===== src/rtl/byte_data_rx_if.sv =====
// byte_data_rx_if: bundles the MAC RX byte stream and the VRAM write / frame status side
// of byte_data_rx.
//   rx_valid, rx_en, rx_data           : MAC RX byte stream (frame envelope, byte strobe, data)
//   vram_we, vram_waddr, vram_waddr_c,
//   vram_wdata                         : VRAM byte write port (pixel address, colour lane, data)
//   index_clone, startaddr             : header fields of the last accepted frame
//   busy, frame_done, frame_drop       : frame status
// The slave modport is the receiver; the master modport is the MAC/VRAM environment.
interface byte_data_rx_if;
   logic        rx_valid;
   logic        rx_en;
   logic [7:0]  rx_data;
   logic        vram_we;
   logic [19:0] vram_waddr;
   logic [1:0]  vram_waddr_c;
   logic [7:0]  vram_wdata;
   logic [7:0]  index_clone;
   logic [19:0] startaddr;
   logic        busy;
   logic        frame_done;
   logic        frame_drop;

   modport slave (
      input  rx_valid, rx_en, rx_data,
      output vram_we, vram_waddr, vram_waddr_c, vram_wdata,
      output index_clone, startaddr, busy, frame_done, frame_drop
   );

   modport master (
      output rx_valid, rx_en, rx_data,
      input  vram_we, vram_waddr, vram_waddr_c, vram_wdata,
      input  index_clone, startaddr, busy, frame_done, frame_drop
   );
endinterface


===== src/rtl/byte_data_rx.sv =====
// byte_data_rx: receive side of the VRAM-over-UDP link. Parses an Eth/IPv4/UDP byte stream,
// checks dst MAC / ethertype / IPv4 version+IHL / protocol, latches clone id and start pixel
// address, and writes the RGB payload into VRAM one byte per write.
//   clk, rst : clock and synchronous active-high reset
//   bus      : byte_data_rx_if.slave (RX byte stream in, VRAM write port and status out)
module byte_data_rx #(
   parameter logic [47:0] MY_MAC        = 48'hdeadbeef0123,
   parameter logic [15:0] ETH_TYPE      = 16'h0800,
   parameter int unsigned PAYLOAD_BYTES = 1080,
   parameter int unsigned MAX_ADDR      = 57599
) (
   input  logic          clk,
   input  logic          rst,
   byte_data_rx_if.slave bus
);

   localparam int unsigned CNT_W   = 12;
   localparam int unsigned CNT_MAX = 4095;
   localparam int unsigned ADDR_W  = 20;
   localparam int unsigned AW1     = ADDR_W + 1;
   localparam int unsigned PAY_W   = $clog2(PAYLOAD_BYTES + 1);

   typedef enum logic [2:0] {
      SYNC,
      IDLE,
      HDR,
      PAY,
      TAIL,
      DRAIN
   } state_t;

   state_t              st_q, st_d;
   logic [CNT_W-1:0]    cnt_q, cnt_d, cnt_inc;
   logic                mac_uni_q, mac_uni_d;
   logic                mac_bc_q, mac_bc_d;
   logic [7:0]          clone_sh_q, clone_sh_d;
   logic [ADDR_W-1:0]   saddr_sh_q, saddr_sh_d;
   logic [PAY_W-1:0]    pay_cnt_q, pay_cnt_d;
   logic [AW1-1:0]      addr_q, addr_d;   // one spare bit so overflow past MAX_ADDR stays visible
   logic [1:0]          lane_q, lane_d;

   logic                vram_we_d;
   logic [ADDR_W-1:0]   vram_waddr_d;
   logic [1:0]          vram_waddr_c_d;
   logic [7:0]          vram_wdata_d;
   logic [7:0]          index_clone_d;
   logic [ADDR_W-1:0]   startaddr_d;
   logic                busy_d;
   logic                frame_done_d;
   logic                frame_drop_d;

   logic                acc;
   logic                hdr_step;
   logic                uni_n, bc_n, fail_n;
   logic [7:0]          mac_byte;

   // A byte is taken only while the frame envelope is up.
   assign acc     = bus.rx_en && bus.rx_valid;
   assign cnt_inc = (cnt_q == CNT_W'(CNT_MAX)) ? cnt_q : cnt_q + CNT_W'(1);

   // Next-state and next-output logic.
   always_comb begin
      st_d           = st_q;
      cnt_d          = cnt_q;
      mac_uni_d      = mac_uni_q;
      mac_bc_d       = mac_bc_q;
      clone_sh_d     = clone_sh_q;
      saddr_sh_d     = saddr_sh_q;
      pay_cnt_d      = pay_cnt_q;
      addr_d         = addr_q;
      lane_d         = lane_q;
      vram_we_d      = 1'b0;
      vram_waddr_d   = bus.vram_waddr;
      vram_waddr_c_d = bus.vram_waddr_c;
      vram_wdata_d   = bus.vram_wdata;
      index_clone_d  = bus.index_clone;
      startaddr_d    = bus.startaddr;
      busy_d         = bus.busy;
      frame_done_d   = 1'b0;
      frame_drop_d   = 1'b0;
      hdr_step       = 1'b0;
      uni_n          = 1'b0;
      bc_n           = 1'b0;
      fail_n         = 1'b0;
      mac_byte       = 8'h00;

      if (acc && st_q != SYNC) begin
         cnt_d = cnt_inc;
      end

      case (st_q)
         SYNC: begin
            // Only lock on once an inter-frame gap is seen.
            if (!bus.rx_valid) begin
               st_d = IDLE;
            end
         end
         IDLE: begin
            if (acc) begin
               st_d     = HDR;
               busy_d   = 1'b1;
               hdr_step = 1'b1;
            end
         end
         HDR: begin
            if (!bus.rx_valid) begin
               st_d         = IDLE;
               busy_d       = 1'b0;
               cnt_d        = '0;
               frame_drop_d = 1'b1;
            end else if (acc) begin
               hdr_step = 1'b1;
            end
         end
         PAY: begin
            if (!bus.rx_valid) begin
               st_d         = IDLE;
               busy_d       = 1'b0;
               cnt_d        = '0;
               frame_drop_d = 1'b1;
            end else if (acc) begin
               // Writes stop for good once the pixel address runs past the frame buffer.
               if (addr_q <= AW1'(MAX_ADDR)) begin
                  vram_we_d      = 1'b1;
                  vram_waddr_d   = addr_q[ADDR_W-1:0];
                  vram_waddr_c_d = lane_q;
                  vram_wdata_d   = bus.rx_data;
               end
               if (lane_q == 2'd2) begin
                  lane_d = 2'd0;
                  addr_d = addr_q + AW1'(1);
               end else begin
                  lane_d = lane_q + 2'd1;
               end
               pay_cnt_d = pay_cnt_q + PAY_W'(1);
               if (pay_cnt_q == PAY_W'(PAYLOAD_BYTES - 1)) begin
                  st_d = TAIL;
               end
            end
         end
         TAIL: begin
            if (!bus.rx_valid) begin
               st_d         = IDLE;
               busy_d       = 1'b0;
               cnt_d        = '0;
               frame_done_d = 1'b1;
            end
         end
         DRAIN: begin
            if (!bus.rx_valid) begin
               st_d         = IDLE;
               busy_d       = 1'b0;
               cnt_d        = '0;
               frame_drop_d = 1'b1;
            end
         end
         default: begin
            st_d = SYNC;
         end
      endcase

      // Header byte handling; cnt_inc is the 1-based index of the byte being taken.
      if (hdr_step) begin
         case (cnt_inc)
            CNT_W'(1): mac_byte = MY_MAC[47:40];
            CNT_W'(2): mac_byte = MY_MAC[39:32];
            CNT_W'(3): mac_byte = MY_MAC[31:24];
            CNT_W'(4): mac_byte = MY_MAC[23:16];
            CNT_W'(5): mac_byte = MY_MAC[15:8];
            CNT_W'(6): mac_byte = MY_MAC[7:0];
            default:   mac_byte = 8'h00;
         endcase

         // Unicast and broadcast matches accumulate over all six bytes before deciding.
         uni_n = ((cnt_inc == CNT_W'(1)) || mac_uni_q) && (bus.rx_data == mac_byte);
         bc_n  = ((cnt_inc == CNT_W'(1)) || mac_bc_q) && (bus.rx_data == 8'hff);
         if (cnt_inc <= CNT_W'(6)) begin
            mac_uni_d = uni_n;
            mac_bc_d  = bc_n;
         end

         case (cnt_inc)
            CNT_W'(6):  fail_n = !(uni_n || bc_n);
            CNT_W'(13): fail_n = (bus.rx_data != ETH_TYPE[15:8]);
            CNT_W'(14): fail_n = (bus.rx_data != ETH_TYPE[7:0]);
            CNT_W'(15): fail_n = (bus.rx_data != 8'h45);
            CNT_W'(24): fail_n = (bus.rx_data != 8'h11);
            CNT_W'(35): clone_sh_d = bus.rx_data;
            CNT_W'(36): saddr_sh_d[19:16] = bus.rx_data[3:0];
            CNT_W'(37): saddr_sh_d[15:8]  = bus.rx_data;
            CNT_W'(38): saddr_sh_d[7:0]   = bus.rx_data;
            default:    fail_n = 1'b0;
         endcase

         if (fail_n) begin
            st_d = DRAIN;
         end else if (cnt_inc == CNT_W'(42)) begin
            st_d          = PAY;
            index_clone_d = clone_sh_q;
            startaddr_d   = saddr_sh_q;
            addr_d        = {1'b0, saddr_sh_q};
            lane_d        = 2'd0;
            pay_cnt_d     = '0;
         end
      end
   end

   // State and output registers.
   always_ff @(posedge clk) begin
      if (rst) begin
         st_q             <= SYNC;
         cnt_q            <= '0;
         mac_uni_q        <= 1'b0;
         mac_bc_q         <= 1'b0;
         clone_sh_q       <= '0;
         saddr_sh_q       <= '0;
         pay_cnt_q        <= '0;
         addr_q           <= '0;
         lane_q           <= '0;
         bus.vram_we      <= 1'b0;
         bus.vram_waddr   <= '0;
         bus.vram_waddr_c <= '0;
         bus.vram_wdata   <= '0;
         bus.index_clone  <= '0;
         bus.startaddr    <= '0;
         bus.busy         <= 1'b0;
         bus.frame_done   <= 1'b0;
         bus.frame_drop   <= 1'b0;
      end else begin
         st_q             <= st_d;
         cnt_q            <= cnt_d;
         mac_uni_q        <= mac_uni_d;
         mac_bc_q         <= mac_bc_d;
         clone_sh_q       <= clone_sh_d;
         saddr_sh_q       <= saddr_sh_d;
         pay_cnt_q        <= pay_cnt_d;
         addr_q           <= addr_d;
         lane_q           <= lane_d;
         bus.vram_we      <= vram_we_d;
         bus.vram_waddr   <= vram_waddr_d;
         bus.vram_waddr_c <= vram_waddr_c_d;
         bus.vram_wdata   <= vram_wdata_d;
         bus.index_clone  <= index_clone_d;
         bus.startaddr    <= startaddr_d;
         bus.busy         <= busy_d;
         bus.frame_done   <= frame_done_d;
         bus.frame_drop   <= frame_drop_d;
      end
   end

endmodule


===== src/flat_wrapper.sv =====
// flat-port wrapper written by rule: the top's interface ports become plain ports
module byte_data_rx_flat 
#(
   parameter logic [47:0] MY_MAC        = 48'hdeadbeef0123,
   parameter logic [15:0] ETH_TYPE      = 16'h0800,
   parameter int unsigned PAYLOAD_BYTES = 1080,
   parameter int unsigned MAX_ADDR      = 57599
)
  (clk, rst, bus_rx_valid, bus_rx_en, bus_rx_data, bus_vram_we, bus_vram_waddr, bus_vram_waddr_c, bus_vram_wdata, bus_index_clone, bus_startaddr, bus_busy, bus_frame_done, bus_frame_drop);
  byte_data_rx_if bus_i ();
  input  logic clk;
  input  logic rst;
  input wire logic [$bits(bus_i.rx_valid)-1:0] bus_rx_valid;
  input wire logic [$bits(bus_i.rx_en)-1:0] bus_rx_en;
  input wire logic [$bits(bus_i.rx_data)-1:0] bus_rx_data;
  output wire logic [$bits(bus_i.vram_we)-1:0] bus_vram_we;
  output wire logic [$bits(bus_i.vram_waddr)-1:0] bus_vram_waddr;
  output wire logic [$bits(bus_i.vram_waddr_c)-1:0] bus_vram_waddr_c;
  output wire logic [$bits(bus_i.vram_wdata)-1:0] bus_vram_wdata;
  output wire logic [$bits(bus_i.index_clone)-1:0] bus_index_clone;
  output wire logic [$bits(bus_i.startaddr)-1:0] bus_startaddr;
  output wire logic [$bits(bus_i.busy)-1:0] bus_busy;
  output wire logic [$bits(bus_i.frame_done)-1:0] bus_frame_done;
  output wire logic [$bits(bus_i.frame_drop)-1:0] bus_frame_drop;
  assign bus_i.rx_valid = bus_rx_valid;
  assign bus_i.rx_en = bus_rx_en;
  assign bus_i.rx_data = bus_rx_data;
  assign bus_vram_we = bus_i.vram_we;
  assign bus_vram_waddr = bus_i.vram_waddr;
  assign bus_vram_waddr_c = bus_i.vram_waddr_c;
  assign bus_vram_wdata = bus_i.vram_wdata;
  assign bus_index_clone = bus_i.index_clone;
  assign bus_startaddr = bus_i.startaddr;
  assign bus_busy = bus_i.busy;
  assign bus_frame_done = bus_i.frame_done;
  assign bus_frame_drop = bus_i.frame_drop;
  byte_data_rx #(.MY_MAC(MY_MAC), .ETH_TYPE(ETH_TYPE), .PAYLOAD_BYTES(PAYLOAD_BYTES), .MAX_ADDR(MAX_ADDR)) u_core (.clk(clk), .rst(rst), .bus(bus_i));
endmodule

===== config.mk =====
export PLATFORM = sky130hd
export DESIGN_NAME = byte_data_rx_flat
export DESIGN_NICKNAME = d
export VERILOG_FILES = /design/src/rtl/byte_data_rx_if.sv /design/src/rtl/byte_data_rx.sv /design/src/flat_wrapper.sv
export SDC_FILE = /design/constraint.sdc
export NUM_CORES = 1
export LEC_CHECK = 0
export CAP_MARGIN = 20
export CORE_UTILIZATION = 50
export DETAILED_ROUTE_END_ITERATION = 16
export PLACE_DENSITY = 0.72
export SYNTH_ARGS = -nofsm -noshare
export SYNTH_HDL_FRONTEND = slang
export SYNTH_SLANG_ARGS = --single-unit

===== constraint.sdc =====
create_clock -name clk -period 3.4 [get_ports clk]
set_input_delay 0.68 -clock clk [delete_from_list [all_inputs] [get_ports clk]]
set_output_delay 0.68 -clock clk [all_outputs]
set_load 0.1 [all_outputs]

==> reports/metrics.cfg <==
[cells_and_area]
areaGrowthSynthToFinish_pct=21.91
nets=864
antenna_cells=0
final_layout_size_suffix_gt1_frac=0.1372

[timing]
tns_ns=0
timing.final.crit_period_ns=3.102
setup_viol=0
slew_viol_final=0
layout_setup_ws_ns=0.2983
fmax_ghz=0.3224
hold_viol=0
skew_ns=0.01226
worstMarginPinSlew_ns=0.9903
hold_slack_ns=0.4525
rsz0062_at_grt=no
slew_headroom=0.3377
period_share=0.9123

[critical_path]
worstPathRequired_ns=3.67
critPathLaunchType=register
crit_path_top_delay_cell=dfxtp_1
critical_path_class=reg -> reg
critPathArrivalTime_ns=3.37
crit_family=simple AND/OR/NAND/NOR gates
path_cells=ha_2 -> nand4_1 -> o211ai_1 -> nand2_1 -> nor4_4 -> and2_1 -> nand2_1 -> mux2i_1 -> nor2_1
critPathMaxFanout=10
crit_path_frequent_cell=nand2_1
worst-path-buf-inv=0
slowest_delay_ns=0.53
cp-end-kind=register

[clock_network]
post_cts_buffers=0
cts_buffers=17
clk_pin_slew_worst_paths_ns=0.06
cts_buffer_depth=2
cts-htree-levels=4
cts_tree=built
clk_latency_ns=0.42
numClockSinks=141
cts_root_buf=clkbuf_16

[outcome]
status=complete, no violations

[synthesis]
synth.distinct_cells=67
synth.top_cell.area_share=0.4236
yosysTopAreaCell=dfxtp_1
synthArstFlopShare=0
synth_seq_area_share=0.4236
avgSynthCellArea_um2=8.533
syn_area_um2=6664
yosysWarnings=0
synth_nets=798
synth_edf_count=0
synth_seq_cells=141
synth_top_flop_cell=dfxtp_1
syn_inst=781
synth_area_leaders=dfxtp_1 42%, mux2i_1 9.5%, nand2_1 7.2%, nor2_1 6.2%, a21oi_1 4.7%

[routing]
drt-total-wl_um=16650
ant_nets=0
drcViolationCount=0
vias=5757
drtIter0Drc=346
firstDrtPassIters=5
post_drt_wl_per_cell_um=16.13
vias_per_cell=5.578

[floorplan]
die_x_um=117.4
dieHeight_um=117.4
core_um2=12820
io_pins=74
dieArea_um2=13790
start_util=0.5196
rows=41

[placement]
dpl_worst_slack_ns=0.2450
dpl.hpwl_um=12000
io_buffer_count=73
gp_congestion=0.8989

[power_and_ir_drop]
ir_drop_v=0.0003302
cellPowerDensity_nw_per_um2=467.1
leakagePower_nw=3.209

[grt]
grt_max_degree=75
grt_pass1_vias=5507
grt_pass1_wl_um=27640
grt-ovfl-total=0
grt_use_total=0.2497
antenna_found_initial=0

[job]
cap_violations=0

[min_path]
hold_class=reg -> reg

## worst register-to-register path: stages (launching register included)
cell and delay (ns):
dfxtp_1 0.53, ha_2 0.37, nand4_1 0.26, o211ai_1 0.36, nand2_1 0.20, nor4_4 0.39
and2_1 0.22, nand2_1 0.29, mux2i_1 0.24, nor2_1 0.07
## layer usage
layer	GRT usage	vias to the layer above	part of all wire	wire length, um
met1	0.3177	2749	0.44	7407
met2	0.4072	163	0.49	8116
li1	-	2820	-	-
met5	0	-	0	0
met3	0.06323	25	0.048	804
met4	0.09010	0	0.019	317
## timing repair
action,in CTS,in global routing
gates resized for setup,0,1
endpoints found under the setup margin,0,71
hold buffers,0,0
## metrics by stage
step | cells | util | total power [mW] | area, um^2
finish | 1032 | 0.6335 | 3.795 | 8124
global route | 1032 | 0.6335 | 3.906 | 8124
CTS | 1032 | 0.6333 | 3.815 | 8122
detailed placement | 1000 | 0.5830 | 1.831 | 7477
global placement | 1000 | 0.5830 | 1.831 | 7477
floorplan | 781 | - | 1.781 | 6664
## cells by family after synthesis
kind of cell | after synthesis | share of synthesized area
flip-flops | 141 | 0.4236
adder cells (fa/ha/maj) | 5 | 0.009388
buffers and inverters | 57 | 0.04318
AND/OR/NAND/NOR | 359 | 0.2585
XOR/XNOR | 42 | 0.05520
multiplexers | 67 | 0.1036
AO/OA/AOI/OAI | 110 | 0.1065
## layout make-up
| class | count | area (um^2) |
|---|---|---|
| clock inverters | 9 | 156.4 |
| repair buffers | 98 | 848.3 |
| inverters | 6 | 22.52 |
| clock buffers | 23 | 488.0 |
| fillers | 1107 | 4701 |
| well taps | 172 | 215.2 |
| multi-input cells | 583 | 3571 |
| flip-flops and latches | 141 | 2823 |
## synthesized netlist by cell type (5+ instances only)
| cell type | instances |
|---|---|
| and4_1 | 5 |
| nand3_1 | 17 |
| clkbuf_1 | 23 |
| nor4_1 | 9 |
| o21ai_0 | 5 |
| and2_1 | 9 |
| a31oi_1 | 6 |
| nand4_1 | 16 |
| nor2b_1 | 6 |
| dfxtp_1 | 141 |
| mux2i_1 | 63 |
| nor3_1 | 15 |
| buf_4 | 6 |
| nand2_1 | 127 |
| ha_1 | 5 |
| inv_1 | 6 |
| a21oi_1 | 63 |
| and3_1 | 14 |
| nand2b_1 | 6 |
| xor2_1 | 18 |
| nor2_1 | 110 |
| buf_2 | 17 |
| xnor2_1 | 24 |
## where the power goes
part / internal, mW / switching (mW) / total [mW]
combinational: 0.0454 / 0.0898 / 0.135
sequential: 1.66 / 0.00518 / 1.66
clock: 1.31 / 0.690 / 2.00
## path summary, 6_finish.rpt
check | end | cells past startpoint | from | slack [ns]
worst min-delay path | u_core.bus.startaddr[1]$_SDFFE_PP0P_ | 2 | u_core.bus.startaddr[1]$_SDFFE_PP0P_ | 0.45
worst max register to register | u_core.saddr_sh_q[12]$_SDFFE_PP0P_ | 9 | u_core.cnt_q[0]$_SDFF_PP0_ | 0.30
worst max-delay path | u_core.saddr_sh_q[12]$_SDFFE_PP0P_ | 9 | u_core.cnt_q[0]$_SDFF_PP0_ | 0.30
worst min register to register | u_core.bus.startaddr[1]$_SDFFE_PP0P_ | 2 | u_core.bus.startaddr[1]$_SDFFE_PP0P_ | 0.45
## state kept, by name (all words and copies together) (netlist names), 2 cells and up
signal and flops:
u_core.addr_q 21, u_core.bus.startaddr 20, u_core.bus.vram_waddr 20, u_core.saddr_sh_q 20, u_core.cnt_q 12, u_core.pay_cnt_q 11
u_core.bus.index_clone 8, u_core.bus.vram_wdata 8, u_core.clone_sh_q 8, u_core.st_q 3, u_core.bus.vram_waddr_c 2, u_core.lane_q 2
## cells in the final DEF, fill, tap and decap left out, types with 4 or more instances in the layout
cell and n:
o21ai_0 4, nor3_1 15, and4_1 5, xnor2_1 24, nand2b_1 6, nor2_1 110, ha_1 4, nand2_1 127
inv_1 6, clkbuf_16 17, nor4_1 9, a31o_2 4, nand3_1 17, nand4_1 16, dfxtp_1 141, and2_1 9
buf_4 57, a21oi_1 63, clkbuf_8 4, and3_1 14, mux2i_1 63, nor2b_1 6, a31oi_1 5, clkdlybuf4s50_1 40
bufinv_16 4, xor2_1 18
Power figures use the tool's default switching activity.
